<file path="config.mk">
export PLATFORM = sky130hd
export DESIGN_NAME = clause_array_loader
export DESIGN_NICKNAME = d
export VERILOG_FILES = /design/src/rtl/clause_array_loader.sv
export SDC_FILE = /design/constraint.sdc
export NUM_CORES = 1
export LEC_CHECK = 0
export ABC_AREA = 1
export BUFFER_PORTS_ARGS = -buffer_cell sky130_fd_sc_hd__buf_4
export CAP_MARGIN = 40
export CELL_PAD_IN_SITES_DETAIL_PLACEMENT = 1
export CELL_PAD_IN_SITES_GLOBAL_PLACEMENT = 2
export CORE_UTILIZATION = 32
export CTS_BUF_LIST = sky130_fd_sc_hd__clkbuf_4
export DETAILED_ROUTE_END_ITERATION = 6
export PLACE_DENSITY_LB_ADDON = 0.1
export SLEW_MARGIN = 20
export SYNTH_ARGS = -nofsm -noshare
export SYNTH_HDL_FRONTEND = slang
export SYNTH_SLANG_ARGS = --single-unit
</file>
<file path="constraint.sdc">
create_clock -name clk -period 5.2 [get_ports clk]
set_clock_uncertainty 0.05 [all_clocks]
set_input_delay 1.04 -clock clk [delete_from_list [all_inputs] [get_ports clk]]
set_output_delay 1.04 -clock clk [all_outputs]
set_load 0.02 [all_outputs]
</file>
<file path="src/rtl/clause_array_loader.sv">
// clause_array_loader
//   Moves clauses between an upstream stream and an attached clause array.
//   A load accepts cnt_i clauses over a valid/ready handshake and writes
//   each into the next array slot with a one-hot strobe. A store reads cnt_i
//   slots back and offers each downstream over a valid/ready handshake.
//
//   Optional feature: define CLAUSE_LOADER_CLEAR_EN to zero the slots left
//   unwritten after a short load (adds the CLEAR state).
//
// Ports
//   clk, rst                  clock, asynchronous active-low reset
//   start_load_i/start_store_i  start pulses (accepted only when idle)
//   cnt_i                     clause count, saturated to NUM_CLAUSES
//   in_valid_i/in_ready_o     upstream handshake; in_clause_i, in_len_i payload
//   wr_o/rd_o                 one-hot slot write/read strobes to the array
//   clause_o/clause_len_o     write data to the array (zero when not writing)
//   clause_i                  array read data, valid one cycle after rd_o
//   out_valid_o/out_ready_i   downstream handshake; out_clause_o payload
//   busy_o, done_o            operation in progress; one-cycle completion pulse
module clause_array_loader #(
    parameter int unsigned NUM_CLAUSES = 8,
    parameter int unsigned NUM_VARS    = 8,
    parameter int unsigned WIDTH_C_LEN = 4
) (
    input  logic                   clk,
    input  logic                   rst,
    input  logic                   start_load_i,
    input  logic                   start_store_i,
    input  logic [WIDTH_C_LEN-1:0] cnt_i,
    input  logic                   in_valid_i,
    output logic                   in_ready_o,
    input  logic [NUM_VARS*2-1:0]  in_clause_i,
    input  logic [WIDTH_C_LEN-1:0] in_len_i,
    output logic [NUM_CLAUSES-1:0] wr_o,
    output logic [NUM_CLAUSES-1:0] rd_o,
    output logic [NUM_VARS*2-1:0]  clause_o,
    output logic [WIDTH_C_LEN-1:0] clause_len_o,
    input  logic [NUM_VARS*2-1:0]  clause_i,
    output logic                   out_valid_o,
    input  logic                   out_ready_i,
    output logic [NUM_VARS*2-1:0]  out_clause_o,
    output logic                   busy_o,
    output logic                   done_o
);

    localparam int unsigned CW = NUM_VARS * 2;
    localparam int unsigned SW = $clog2(NUM_CLAUSES + 1);

    typedef enum logic [2:0] {
        IDLE,
        LOAD,
`ifdef CLAUSE_LOADER_CLEAR_EN
        CLEAR,
`endif
        RD,
        WAIT,
        OUT,
        DONE
    } state_t;

    state_t state_q, state_d;

    logic [SW-1:0]          slot_q, slot_d;
    logic [SW-1:0]          num_q, num_d;
    logic [SW-1:0]          eff_cnt;
    logic                   in_ready_d;
    logic [NUM_CLAUSES-1:0] wr_d, rd_d;
    logic [CW-1:0]          clause_d;
    logic [WIDTH_C_LEN-1:0] len_d;
    logic                   out_valid_d;
    logic [CW-1:0]          out_clause_d;
    logic                   busy_d, done_d;

    function automatic logic [NUM_CLAUSES-1:0] onehot(input logic [SW-1:0] idx);
        return NUM_CLAUSES'(1) << idx;
    endfunction

    // Requested count saturated to the number of slots.
    always_comb begin
        if (32'(cnt_i) > 32'(NUM_CLAUSES)) begin
            eff_cnt = SW'(NUM_CLAUSES);
        end else begin
            eff_cnt = SW'(cnt_i);
        end
    end

    // State and registered outputs.
    always_ff @(posedge clk or negedge rst) begin
        if (!rst) begin
            state_q      <= IDLE;
            slot_q       <= '0;
            num_q        <= '0;
            in_ready_o   <= 1'b0;
            wr_o         <= '0;
            rd_o         <= '0;
            clause_o     <= '0;
            clause_len_o <= '0;
            out_valid_o  <= 1'b0;
            out_clause_o <= '0;
            busy_o       <= 1'b0;
            done_o       <= 1'b0;
        end else begin
            state_q      <= state_d;
            slot_q       <= slot_d;
            num_q        <= num_d;
            in_ready_o   <= in_ready_d;
            wr_o         <= wr_d;
            rd_o         <= rd_d;
            clause_o     <= clause_d;
            clause_len_o <= len_d;
            out_valid_o  <= out_valid_d;
            out_clause_o <= out_clause_d;
            busy_o       <= busy_d;
            done_o       <= done_d;
        end
    end

    // Next state and next output values; every strobe lasts one cycle.
    always_comb begin
        state_d      = state_q;
        slot_d       = slot_q;
        num_d        = num_q;
        wr_d         = '0;
        rd_d         = '0;
        clause_d     = '0;
        len_d        = '0;
        out_valid_d  = 1'b0;
        out_clause_d = '0;

        case (state_q)
            IDLE: begin
                if (start_load_i || start_store_i) begin
                    num_d  = eff_cnt;
                    slot_d = '0;
                    if (eff_cnt == '0) begin
                        state_d = DONE;
                    end else if (start_load_i) begin
                        state_d = LOAD;
                    end else begin
                        state_d = RD;
                        rd_d    = onehot('0);
                    end
                end
            end

            LOAD: begin
                if (in_valid_i && in_ready_o) begin
                    wr_d     = onehot(slot_q);
                    clause_d = in_clause_i;
                    len_d    = in_len_i;
                    slot_d   = slot_q + SW'(1);
                end else if (slot_q == num_q) begin
                    // Final write is on wr_o during this cycle.
`ifdef CLAUSE_LOADER_CLEAR_EN
                    if (slot_q < SW'(NUM_CLAUSES)) begin
                        state_d = CLEAR;
                        wr_d    = onehot(slot_q);
                        slot_d  = slot_q + SW'(1);
                    end else begin
                        state_d = DONE;
                    end
`else
                    state_d = DONE;
`endif
                end
            end

`ifdef CLAUSE_LOADER_CLEAR_EN
            CLEAR: begin
                // Zero-write the remaining slots back to back.
                if (slot_q < SW'(NUM_CLAUSES)) begin
                    wr_d   = onehot(slot_q);
                    slot_d = slot_q + SW'(1);
                end else begin
                    state_d = DONE;
                end
            end
`endif

            RD: begin
                state_d = WAIT;
            end

            WAIT: begin
                // Array data for the slot read last cycle is on clause_i now.
                out_clause_d = clause_i;
                out_valid_d  = 1'b1;
                state_d      = OUT;
            end

            OUT: begin
                if (out_ready_i) begin
                    slot_d = slot_q + SW'(1);
                    if ((slot_q + SW'(1)) < num_q) begin
                        state_d = RD;
                        rd_d    = onehot(slot_q + SW'(1));
                    end else begin
                        state_d = DONE;
                    end
                end else begin
                    out_valid_d  = 1'b1;
                    out_clause_d = out_clause_o;
                end
            end

            DONE: begin
                state_d = IDLE;
            end

            default: begin
                state_d = IDLE;
            end
        endcase

        // Ready drops once every requested clause has been transferred.
        in_ready_d = (state_d == LOAD) && (slot_d < num_d);
        busy_d     = (state_d != IDLE);
        done_d     = (state_d == DONE);
    end

endmodule

</file>
==> out/metrics.yaml <==
critical_path:
  r2r_slack_ps: 2570
  cp.required_ps: 5480
  critPathArrivalTime_ps: 3050
  path_class: "in -> reg"
  crit_path_start_kind: "input pin"
  cp-end-kind: "flop"
  r2r_start: "state_q[2]"
  cpPeakStageDelay_ps: 460
  crit_path_max_fanout: 21
  r2r-end: "in_ready_o"
  reg2reg_depth: 11
  worstPathCellList: "buf_4 -> nand2_1 -> inv_1 -> nor2_1 -> nor3_2 -> o22ai_1 -> ha_1 -> a21o_1 -> nor2_1 -> nand2_1 -> a21oi_2"
  crit_slowest_cell: "inv_1"
sta:
  setup_violations: 0
  layout_min_cycle_time_ps: 2770
  relSlewSlack_pct: 51.1
  drv_slew: 0
  max_freq_mhz: 361
  finalHoldViolCount: 0
  rsz0062_at_grt: "no"
  hold_ws_ps: 416
  fin_crit_sh_pct: 53.2
  worst_pin_slew_ps: 733
  fin_tns_setup_ps: 0
synth:
  syn-num-nets: 389
  synth.largest_area_cell: "dfrtp_1"
  synth_warnings: 0
  synth.distinct_cells: 27
  synthMuxAreaShare_pct: 0
  synth-simple-area-share_pct: 25.8
  synth.area.top_cells: "dfrtp_1, nand2_1, ha_1"
  yosys.area.top_type_share_pct: 57.1
  synth-seq-cells: 67
  async_reset_ff_share_pct: 100
  syn_area_um2: 2940
  synthCells: 329
  synth_ff_type: "dfrtp_1"
  synth_edf_count: 0
  avgSynthCellArea_um2: 8.92
  synth_top_family_by_area: "simple AND/OR/NAND/NOR gates"
  synth_compound_area_share_pct: 4.31
  post_synth_fa_ha_maj_area_fraction_pct: 5.97
  seq_area_frac_synth_pct: 57.1
  synth_xor_area_share_pct: 0.298
placement:
  place.gp.congestion: 0.742
  dpl.cell_count: 533
  dp_hpwl_mm: 5.94
  port_buffers: 101
clock_tree:
  cts_tree: "yes"
  cts_buffers: 9
  postCtsSetupRepairBufs: 0
  clockBufferDepth: 2
  insertion_delay_ps: 400
  clock_sinks: 67
  cts_hold_buffers: 0
  cts-resized-gates: 0
  htree_levels: 3
  cts-root-buf: "clkbuf_4"
  clkTransAtPathRegs_ps: 110
floorplan:
  coreArea_um2: 8810
  die_w_um: 97.8
  die_area_um2: 9560
  start_util_pct: 33.3
  rows: 34
  pin_count: 102
  die_h_um: 97.8
route:
  routed-via-count: 2530
  avgViaCountPerCell: 4.63
  ant_nets: 0
  routedWlPerCell_um: 14.2
  initialDrtViolationCount: 112
  wl_mm: 7.79
  first_pass_iters: 6
  drcViolationCount: 16
finish:
  mostFrequentLayoutCell: "buf_4"
  fillers: 1070
  drive_above_1_share_pct: 29.8
  multi_input_area_um2: 1070
  nets: 496
  utilization_pct: 44.5
  antenna_cells: 0
  final_cells: 547
  seqCellArea_um2: 1680
  syn2layout_area_growth_pct: 33.6
  mostFrequentLayoutCells: "buf_4, nand2_1, dfrtp_1, nor2_1, inv_1"
status:
  violations: "DRC"
  status: "complete, but fails checks"
flow_run:
  drv_cap: 0
global_route:
  antenna_found_initial: 0
  grt_first_pass_wirelength_mm: 13.1
  track_usage_pct: 17.5
  grt_max_degree: 57
  grt-ovfl-total: 0
  grt_pass1_vias: 2616
power_and_ir_drop:
  p_leak_nw: 2.24
  p_per_area_nw_per_um2: 412
  ir_drop_v: 0.000248
  power_mw: 1.61
min_path:
  min_path_type: "in -> async"
[cells in the mapped netlist, types with 2 or more instances]
| cell | instances |
|---|---|
| nand2_1 | 100 |
| dfrtp_1 | 67 |
| nor2_1 | 44 |
| inv_1 | 39 |
| ha_1 | 14 |
| nand3_1 | 12 |
| a21oi_1 | 6 |
| nor3_1 | 5 |
| o21ai_0 | 5 |
| o22ai_1 | 5 |
| clkbuf_1 | 4 |
| inv_2 | 4 |
| nor2_4 | 3 |
| nor4_1 | 3 |
| buf_4 | 2 |
| nand2_2 | 2 |
| nand3_2 | 2 |
| nand4_1 | 2 |
| nor2_2 | 2 |
[how the worst max path moves through the flow]
stage | slack (ps) | depth (start not counted) | from | end
after floorplan | 2790 | 10 | in_valid_i | in_ready_o
after global placement | 2050 | 11 | in_valid_i | in_ready_o
after detailed placement | 1960 | 11 | in_valid_i | in_ready_o
after CTS | 2380 | 11 | in_valid_i | in_ready_o
after global routing | 2230 | 11 | in_valid_i | in_ready_o
final | 2430 | 11 | in_valid_i | in_ready_o
[critical path, delay by kind of cell]
| kind | cells | cell delay [ps] |
|---|---|---|
| buf+inv | 2 | 540 |
| fa+ha+maj | 1 | 330 |
| compound gates | 3 | 420 |
| simple gates | 5 | 710 |
[registers in the layout (all words and copies together), names as in the netlist]
name	flops
clause_len_o	4
out_clause_o	16
wr_o	8
in_ready_o	1
state_q	3
done_o	1
clause_o	16
out_valid_o	1
rd_o	8
num_q	4
busy_o	1
slot_q	4
[layer usage]
layer	global-route usage [%]	routed length (um)	vias up	share of wire (%)
li1	-	-	1228	-
met1	23.3	3620	1213	47
met2	27.9	3620	76	46
met3	3.58	368	13	4.7
met4	7.46	182	0	2.3
met5	0	0	-	0
[power by group]
part	switching [mW]	total (mW)	internal [mW]
clock network	0.176	0.271	0.0948
registers	0.0617	0.660	0.598
logic	0.449	0.684	0.235
[cell type report]
| type | instances | area share (%) |
|---|---|---|
| inverters | 43 | 4.12 |
| clock inverters | 4 | 0.511 |
| flip-flops and latches | 67 | 42.8 |
| well taps | 108 | 3.45 |
| repair buffers | 102 | 20.0 |
| clock buffers | 10 | 1.91 |
| multi-input cells | 213 | 27.2 |
[through the flow]
step | cell area (um^2) | setup WS (ps)
after floorplan | 2940 | 2790
after CTS | 3920 | 2380
after detailed placement | 3830 | 1960
after global routing | 3920 | 2230
final | 3920 | 2430
after global placement | 3800 | 2050
[cells by family after synthesis]
logic type / Yosys count
AO/OA/AOI/OAI: 21
XOR/XNOR: 1
adder cells (fa/ha/maj): 14
buffers and inverters: 49
flip-flops: 67
AND/OR/NAND/NOR: 177
No activity file was read; power rests on OpenSTA's default activity.
